File: config.mk
export PLATFORM = sky130hd
export DESIGN_NAME = sap_datapath_flat
export DESIGN_NICKNAME = d
export VERILOG_FILES = /design/src/rtl/sap_datapath_if.sv /design/src/rtl/sap_datapath.sv /design/src/flat_wrapper.sv
export SDC_FILE = /design/constraint.sdc
export NUM_CORES = 1
export LEC_CHECK = 0
export CAP_MARGIN = 15
export CELL_PAD_IN_SITES_DETAIL_PLACEMENT = 1
export CELL_PAD_IN_SITES_GLOBAL_PLACEMENT = 1
export CORE_ASPECT_RATIO = 1.1
export CORE_MARGIN = 4
export CORE_UTILIZATION = 30
export CTS_CLUSTER_DIAMETER = 30
export DETAILED_ROUTE_END_ITERATION = 10
export GPL_ROUTABILITY_DRIVEN = 0
export PLACE_DENSITY = 0.51
export SLEW_MARGIN = 20
export SYNTH_ARGS = -nofsm -noshare
export SYNTH_HDL_FRONTEND = slang
export SYNTH_SLANG_ARGS = --single-unit
export TNS_END_PERCENT = 30
File: constraint.sdc
create_clock -name clk -period 6.4 [get_ports clk]
set_input_delay 1.92 -clock clk [delete_from_list [all_inputs] [get_ports clk]]
set_output_delay 1.92 -clock clk [all_outputs]
set_load 0.005 [all_outputs]
File: src/rtl/sap_datapath_if.sv
// Control/program/observation signals between the SAP control block (master)
// and the datapath (slave).
interface sap_datapath_if #(
  parameter int DATA_W = 8
);
  logic [14:0]       ctrl;
  logic              prog_we;
  logic [3:0]        prog_addr;
  logic [DATA_W-1:0] prog_data;
  logic [3:0]        opcode;
  logic [DATA_W-1:0] out_value;
  logic [3:0]        pc_value;
  logic [DATA_W-1:0] bus_value;
  logic              flag_c;
  logic              flag_z;
  logic              bus_conflict;

  modport master (
    output ctrl, prog_we, prog_addr, prog_data,
    input  opcode, out_value, pc_value, bus_value, flag_c, flag_z, bus_conflict
  );

  modport slave (
    input  ctrl, prog_we, prog_addr, prog_data,
    output opcode, out_value, pc_value, bus_value, flag_c, flag_z, bus_conflict
  );
endinterface

File: src/rtl/sap_datapath.sv
// SAP-style 8-bit datapath: executes the control word's register transfers
// over a shared bus and returns the IR opcode to the control block.
module sap_datapath #(
  parameter int RAM_DEPTH = 16,
  parameter int DATA_W    = 8
) (
  input logic           clk,
  input logic           rst,
  sap_datapath_if.slave dp
);
  localparam int AW = 4;

  logic c_p_s, e_p_s, l_p_s, l_ma_s, l_md_s, ce_s, l_r_s, l_i_s;
  logic e_i_s, l_a_s, e_a_s, s_u_s, e_u_s, l_b_s, l_o_s;

  logic [AW-1:0]     pc_q, pc_d, mar_q, mar_d;
  logic [DATA_W-1:0] mdr_q, mdr_d, ir_q, ir_d, a_q, a_d, b_q, b_d, out_q, out_d;
  logic              fc_q, fc_d, fz_q, fz_d, conf_q, conf_d;
  logic [DATA_W-1:0] bus_s, ram_rd_s, alu_res_s;
  logic [DATA_W:0]   alu_sum_s;
  logic [2:0]        drv_cnt_s;
  logic [DATA_W-1:0] mem_q [RAM_DEPTH];

  // Active-low strobes are folded to active-high here so the rest reads uniformly.
  assign c_p_s  = dp.ctrl[14];
  assign e_p_s  = dp.ctrl[13];
  assign l_p_s  = dp.ctrl[12];
  assign l_ma_s = ~dp.ctrl[11];
  assign l_md_s = ~dp.ctrl[10];
  assign ce_s   = ~dp.ctrl[9];
  assign l_r_s  = ~dp.ctrl[8];
  assign l_i_s  = ~dp.ctrl[7];
  assign e_i_s  = ~dp.ctrl[6];
  assign l_a_s  = ~dp.ctrl[5];
  assign e_a_s  = dp.ctrl[4];
  assign s_u_s  = dp.ctrl[3];
  assign e_u_s  = dp.ctrl[2];
  assign l_b_s  = ~dp.ctrl[1];
  assign l_o_s  = ~dp.ctrl[0];

  assign ram_rd_s  = mem_q[mar_q];
  assign alu_sum_s = {1'b0, a_q} + {1'b0, (s_u_s ? ~b_q : b_q)} + {{DATA_W{1'b0}}, s_u_s};
  assign alu_res_s = alu_sum_s[DATA_W-1:0];
  assign drv_cnt_s = {2'b00, e_p_s} + {2'b00, ce_s} + {2'b00, e_i_s}
                   + {2'b00, e_a_s} + {2'b00, e_u_s};

  // Bus mux, fixed priority
  always_comb begin
    bus_s = {DATA_W{1'b0}};
    if (e_p_s) begin
      bus_s = {{(DATA_W-AW){1'b0}}, pc_q};
    end else if (ce_s) begin
      bus_s = ram_rd_s;
    end else if (e_i_s) begin
      bus_s = {{(DATA_W-AW){1'b0}}, ir_q[AW-1:0]};
    end else if (e_a_s) begin
      bus_s = a_q;
    end else if (e_u_s) begin
      bus_s = alu_res_s;
    end else begin
      bus_s = {DATA_W{1'b0}};
    end
  end

  // Next-state for all architectural registers
  always_comb begin
    pc_d   = pc_q;
    mar_d  = l_ma_s ? bus_s[AW-1:0] : mar_q;
    mdr_d  = l_md_s ? bus_s : mdr_q;
    ir_d   = l_i_s  ? bus_s : ir_q;
    a_d    = l_a_s  ? bus_s : a_q;
    b_d    = l_b_s  ? bus_s : b_q;
    out_d  = l_o_s  ? bus_s : out_q;
    fc_d   = fc_q;
    fz_d   = fz_q;
    conf_d = conf_q | (drv_cnt_s >= 3'd2);
    if (l_p_s) begin
      pc_d = bus_s[AW-1:0];
    end else if (c_p_s) begin
      pc_d = pc_q + 4'd1;
    end else begin
      pc_d = pc_q;
    end
    if (e_u_s) begin
      fc_d = alu_sum_s[DATA_W];
      fz_d = (alu_res_s == {DATA_W{1'b0}});
    end else begin
      fc_d = fc_q;
      fz_d = fz_q;
    end
  end

  // Register file with synchronous reset
  always_ff @(posedge clk) begin
    if (rst) begin
      pc_q   <= 4'd0;
      mar_q  <= 4'd0;
      mdr_q  <= {DATA_W{1'b0}};
      ir_q   <= {DATA_W{1'b0}};
      a_q    <= {DATA_W{1'b0}};
      b_q    <= {DATA_W{1'b0}};
      out_q  <= {DATA_W{1'b0}};
      fc_q   <= 1'b0;
      fz_q   <= 1'b0;
      conf_q <= 1'b0;
    end else begin
      pc_q   <= pc_d;
      mar_q  <= mar_d;
      mdr_q  <= mdr_d;
      ir_q   <= ir_d;
      a_q    <= a_d;
      b_q    <= b_d;
      out_q  <= out_d;
      fc_q   <= fc_d;
      fz_q   <= fz_d;
      conf_q <= conf_d;
    end
  end

  // RAM keeps contents through reset; the program port is the later write so it wins on a clash
  always_ff @(posedge clk) begin
    if (l_r_s && !rst) begin
      mem_q[mar_q] <= mdr_q;
    end
    if (dp.prog_we) begin
      mem_q[dp.prog_addr] <= dp.prog_data;
    end
  end

  assign dp.opcode       = ir_q[DATA_W-1 -: 4];
  assign dp.out_value    = out_q;
  assign dp.pc_value     = pc_q;
  assign dp.bus_value    = bus_s;
  assign dp.flag_c       = fc_q;
  assign dp.flag_z       = fz_q;
  assign dp.bus_conflict = conf_q;
endmodule

File: src/flat_wrapper.sv
// flat-port wrapper written by rule: the top's interface ports become plain ports
module sap_datapath_flat 
#(
  parameter int RAM_DEPTH = 16,
  parameter int DATA_W    = 8
)
  (clk, rst, dp_ctrl, dp_prog_we, dp_prog_addr, dp_prog_data, dp_opcode, dp_out_value, dp_pc_value, dp_bus_value, dp_flag_c, dp_flag_z, dp_bus_conflict);
  sap_datapath_if #(.DATA_W(DATA_W)) dp_i ();
  input logic clk;
  input logic rst;
  input wire logic [$bits(dp_i.ctrl)-1:0] dp_ctrl;
  input wire logic [$bits(dp_i.prog_we)-1:0] dp_prog_we;
  input wire logic [$bits(dp_i.prog_addr)-1:0] dp_prog_addr;
  input wire logic [$bits(dp_i.prog_data)-1:0] dp_prog_data;
  output wire logic [$bits(dp_i.opcode)-1:0] dp_opcode;
  output wire logic [$bits(dp_i.out_value)-1:0] dp_out_value;
  output wire logic [$bits(dp_i.pc_value)-1:0] dp_pc_value;
  output wire logic [$bits(dp_i.bus_value)-1:0] dp_bus_value;
  output wire logic [$bits(dp_i.flag_c)-1:0] dp_flag_c;
  output wire logic [$bits(dp_i.flag_z)-1:0] dp_flag_z;
  output wire logic [$bits(dp_i.bus_conflict)-1:0] dp_bus_conflict;
  assign dp_i.ctrl = dp_ctrl;
  assign dp_i.prog_we = dp_prog_we;
  assign dp_i.prog_addr = dp_prog_addr;
  assign dp_i.prog_data = dp_prog_data;
  assign dp_opcode = dp_i.opcode;
  assign dp_out_value = dp_i.out_value;
  assign dp_pc_value = dp_i.pc_value;
  assign dp_bus_value = dp_i.bus_value;
  assign dp_flag_c = dp_i.flag_c;
  assign dp_flag_z = dp_i.flag_z;
  assign dp_bus_conflict = dp_i.bus_conflict;
  sap_datapath #(.RAM_DEPTH(RAM_DEPTH), .DATA_W(DATA_W)) u_core (.clk(clk), .rst(rst), .dp(dp_i));
endmodule
==> results by group, run 1 <==
Yosys
  – Area leader, netlist: edfxtp_1
  – YS warnings: 0
  – Avg Inst Size Synth: 12.0 µm²
  – Ys flop type: edfxtp_1
  – Seq cells post-synth: 183
  – Synth Instances: 825
  – Yosys top cell area share: 0.387
  – Count leader, synth: mux2_2
  – Synth top area cells: edfxtp_1 39%, mux2_2 15%, dfxtp_1 11%, mux4_2 4.5%, mux2i_1 3.4%
  – Post-synth EDFFs: 128
  – Synth cell types: 71
  – Sequential share of the synthesized area: 0.498
  – Syn_nets: around 870
  – Synth cell count leaders: 131 x mux2_2, 128 x edfxtp_1, 55 x dfxtp_1
  – Synthesized cell area: roughly 10000 µm²
  – Ys async rst share: 0

Finish
  – Final Cell Area: 11,900 µm²
  – Fin nets: 940
  – Share of cells above drive strength 1: 0.293
  – Layout area overhead: 19.4%
  – Finished Core Util: 0.366
  – Inserted Diodes: 0

Timing
  – Tightest Pin Transition: 1.14 ns
  – Worst-case clock skew: 0.0122 ns
  – Final hold violation count: 0
  – Tcrit/Tclk final: 0.990
  – Setup total negative slack: 0 ns
  – Fin. max-slew vios: 0
  – Slew margin rel.: 0.239
  – Max Freq: about 160 MHz
  – Post-route minimum period: around 6.3 ns
  – Final setup fails: 0

Routing
  – Final WL: 33.0 mm
  – DRT Pass-1 Iters: 5
  – Drt first-iter violations: 566
  – Post-route antenna net violation count: 0
  – DR vias/cell: about 5.4
  – DRC violations left: 0
  – Via count: 7,219
  – WL per Instance: 24.7 µm

Flow run
  – Maxcap violations: 0

GRT
  – First-pass GRT wire length: 49.8 mm
  – Largest net degree at the start of global routing: 66
  – Aggregate global routing overflow: 0
  – Initial antenna violation count: 0
  – All-Layer GR Usage: 0.183
  – Vias in the first global route: 7,693

Floorplan
  – Die height: 199 µm
  – Die X: around 180 µm
  – Core Area: 32,500 µm²
  – # IOs: 57
  – Site Rows: 69
  – Initial core utilization: 0.306
  – Die ar.: 36,100 µm²

Critical path
  – CP required: 4.48 ns
  – Worst setup EP type: primary output
  – Maximum fanout along the worst path: 4
  – Setup crit start kind: primary input
  – Worst Path Arrival: 4.41 ns
  – Worst setup path class: in -> out

Clocking
  – Clk_lat worst skew: roughly 0.43 ns
  – H-tree depth: 4
  – Clock Pin Slew Worst Setup and Hold Paths: roughly 0.070 ns
  – Number of hold buffers added after cts: 0
  – Clk root buf: clkbuf_16
  – Number of clock sinks: 183
  – CTS tree: yes
  – TritonCTS buffer count: 17
  – Maximum root-to-sink buffer count: 2

Placed design
  – IO Port Bufs: 56
  – Placed Area: approximately 11,000 µm²
  – DP Wirelength: 23.0 mm

Pwr
  – Overall Power: 2.89 mW
  – PD cells: 243 nW/µm²
  – Max IR drop VDD: about 0.00017 V
  – Leak pwr: 4.25 nW

Hold path
  – HP Class: reg -> reg

Run status
  – Run status: completed
-- per-layer routing --
metal / GRT usage / share of wire
met5: 0 / 0
met4: 0.0492 / 0.017
met3: 0.0263 / 0.038
met2: 0.320 / 0.50
met1: 0.240 / 0.44
-- layout by cell type, fill, tap and decap left out, drive strengths merged, types with 5 or more instances in the layout --
cell / n
nand2b: 8
o41ai: 5
xor2: 8
a31oi: 15
a211oi: 7
dfxtp: 55
mux4: 20
nor3: 8
buf: 66
a22oi: 6
ha: 9
o211ai: 8
mux2i: 34
o31ai: 12
nand3b: 13
or3: 10
nand3: 10
clkbuf: 23
a21oi: 22
inv: 22
nor2: 46
clkdlybuf4s50: 50
mux2: 131
o22ai: 22
nand2: 54
a311oi: 5
nor3b: 6
edfxtp: 128
o21ai: 31
nor2b: 10
and3: 5
-- power by group --
part	internal, mW	leakage [nW]	switching (mW)
registers	1.31	1.65	0.0523
clock network	0.588	0.293	0.462
logic	0.225	2.30	0.253
-- worst max-delay path, cell delays in order --
cell           delay, ns
dlygate4sd2_1       0.27
buf_4               0.16
xor2_1              0.14
ha_1                0.34
buf_4               0.16
and3_1              0.16
a22o_1              0.23
buf_4               0.16
mux2i_1             0.12
nor4_2              0.36
nor2_1              0.09
dlygate4sd2_1       0.28
-- sequential cells by signal (all words and copies together) (netlist names), named ones only --
name,count
u_core.mdr_q,8
u_core.mar_q,4
u_core.dp.out_value,8
u_core.mem_q,128
u_core.dp.pc_value,4
u_core.dp.bus_conflict,1
u_core.ir_q,8
u_core.b_q,8
u_core.a_q,8
u_core.dp.flag_c,1
u_core.dp.flag_z,1
-- stage by stage --
step / hold WS, ns / setup slack [ns] / instances
finish: 0.466 / 0.0663 / 1336
global route: 0.490 / -0.0118 / 1336
CTS: 0.473 / 0.0129 / 1335
detailed placement: 0.462 / -0.280 / 1301
global placement: 0.451 / -0.241 / 1301
floorplan: 0.441 / 0.668 / 825
-- timing repair --
item	4_1_cts	5_1_grt
resized for setup	12	8
pin swaps	7	7
buffers inserted	3	1
endpoints found under the setup margin	7	7
-- kinds of logic after synthesis --
| family | share of synthesized area |
|---|---|
| multiplexers | 0.228 |
| buffers and inverters | 0.0384 |
| adder cells (fa/ha/maj) | 0.0174 |
| AND/OR/NAND/NOR | 0.0951 |
| XOR/XNOR | 0.00881 |
| flip-flops | 0.498 |
| AO/OA/AOI/OAI | 0.115 |
-- path summary, 6_finish.rpt --
kind                                  startpoint                                   to  slack [ns]  cells past startpoint
max reg2reg                            flip-flop                            flip-flop        3.53                      7
min reg2reg  u_core.dp.out_value[5]$_SDFFE_PP0N_  u_core.dp.out_value[5]$_SDFFE_PP0N_        0.47                      2
min          u_core.dp.out_value[5]$_SDFFE_PP0N_  u_core.dp.out_value[5]$_SDFFE_PP0N_        0.47                      2
max                                   dp_ctrl[3]                      dp_bus_value[7]        0.07                     12
-- area by class of cell --
class / count / area (µm²)
fillers: 3521 / 20600
flip-flops and latches: 183 / 4950
inverters: 18 / 67.6
clock inverters: 8 / 73.8
well taps: 426 / 533
clock buffers: 23 / 499
multi-input cells: 557 / 4700
repair buffers: 121 / 1040
No activity file was read; power rests on OpenSTA's default activity.
==> run 2: changes to the inputs <==
Settings changed: CAP_MARGIN 15 to 20.
==> results of run 2 <==
Same layout as run 1: the final DEF is identical, and so are final timing and power.
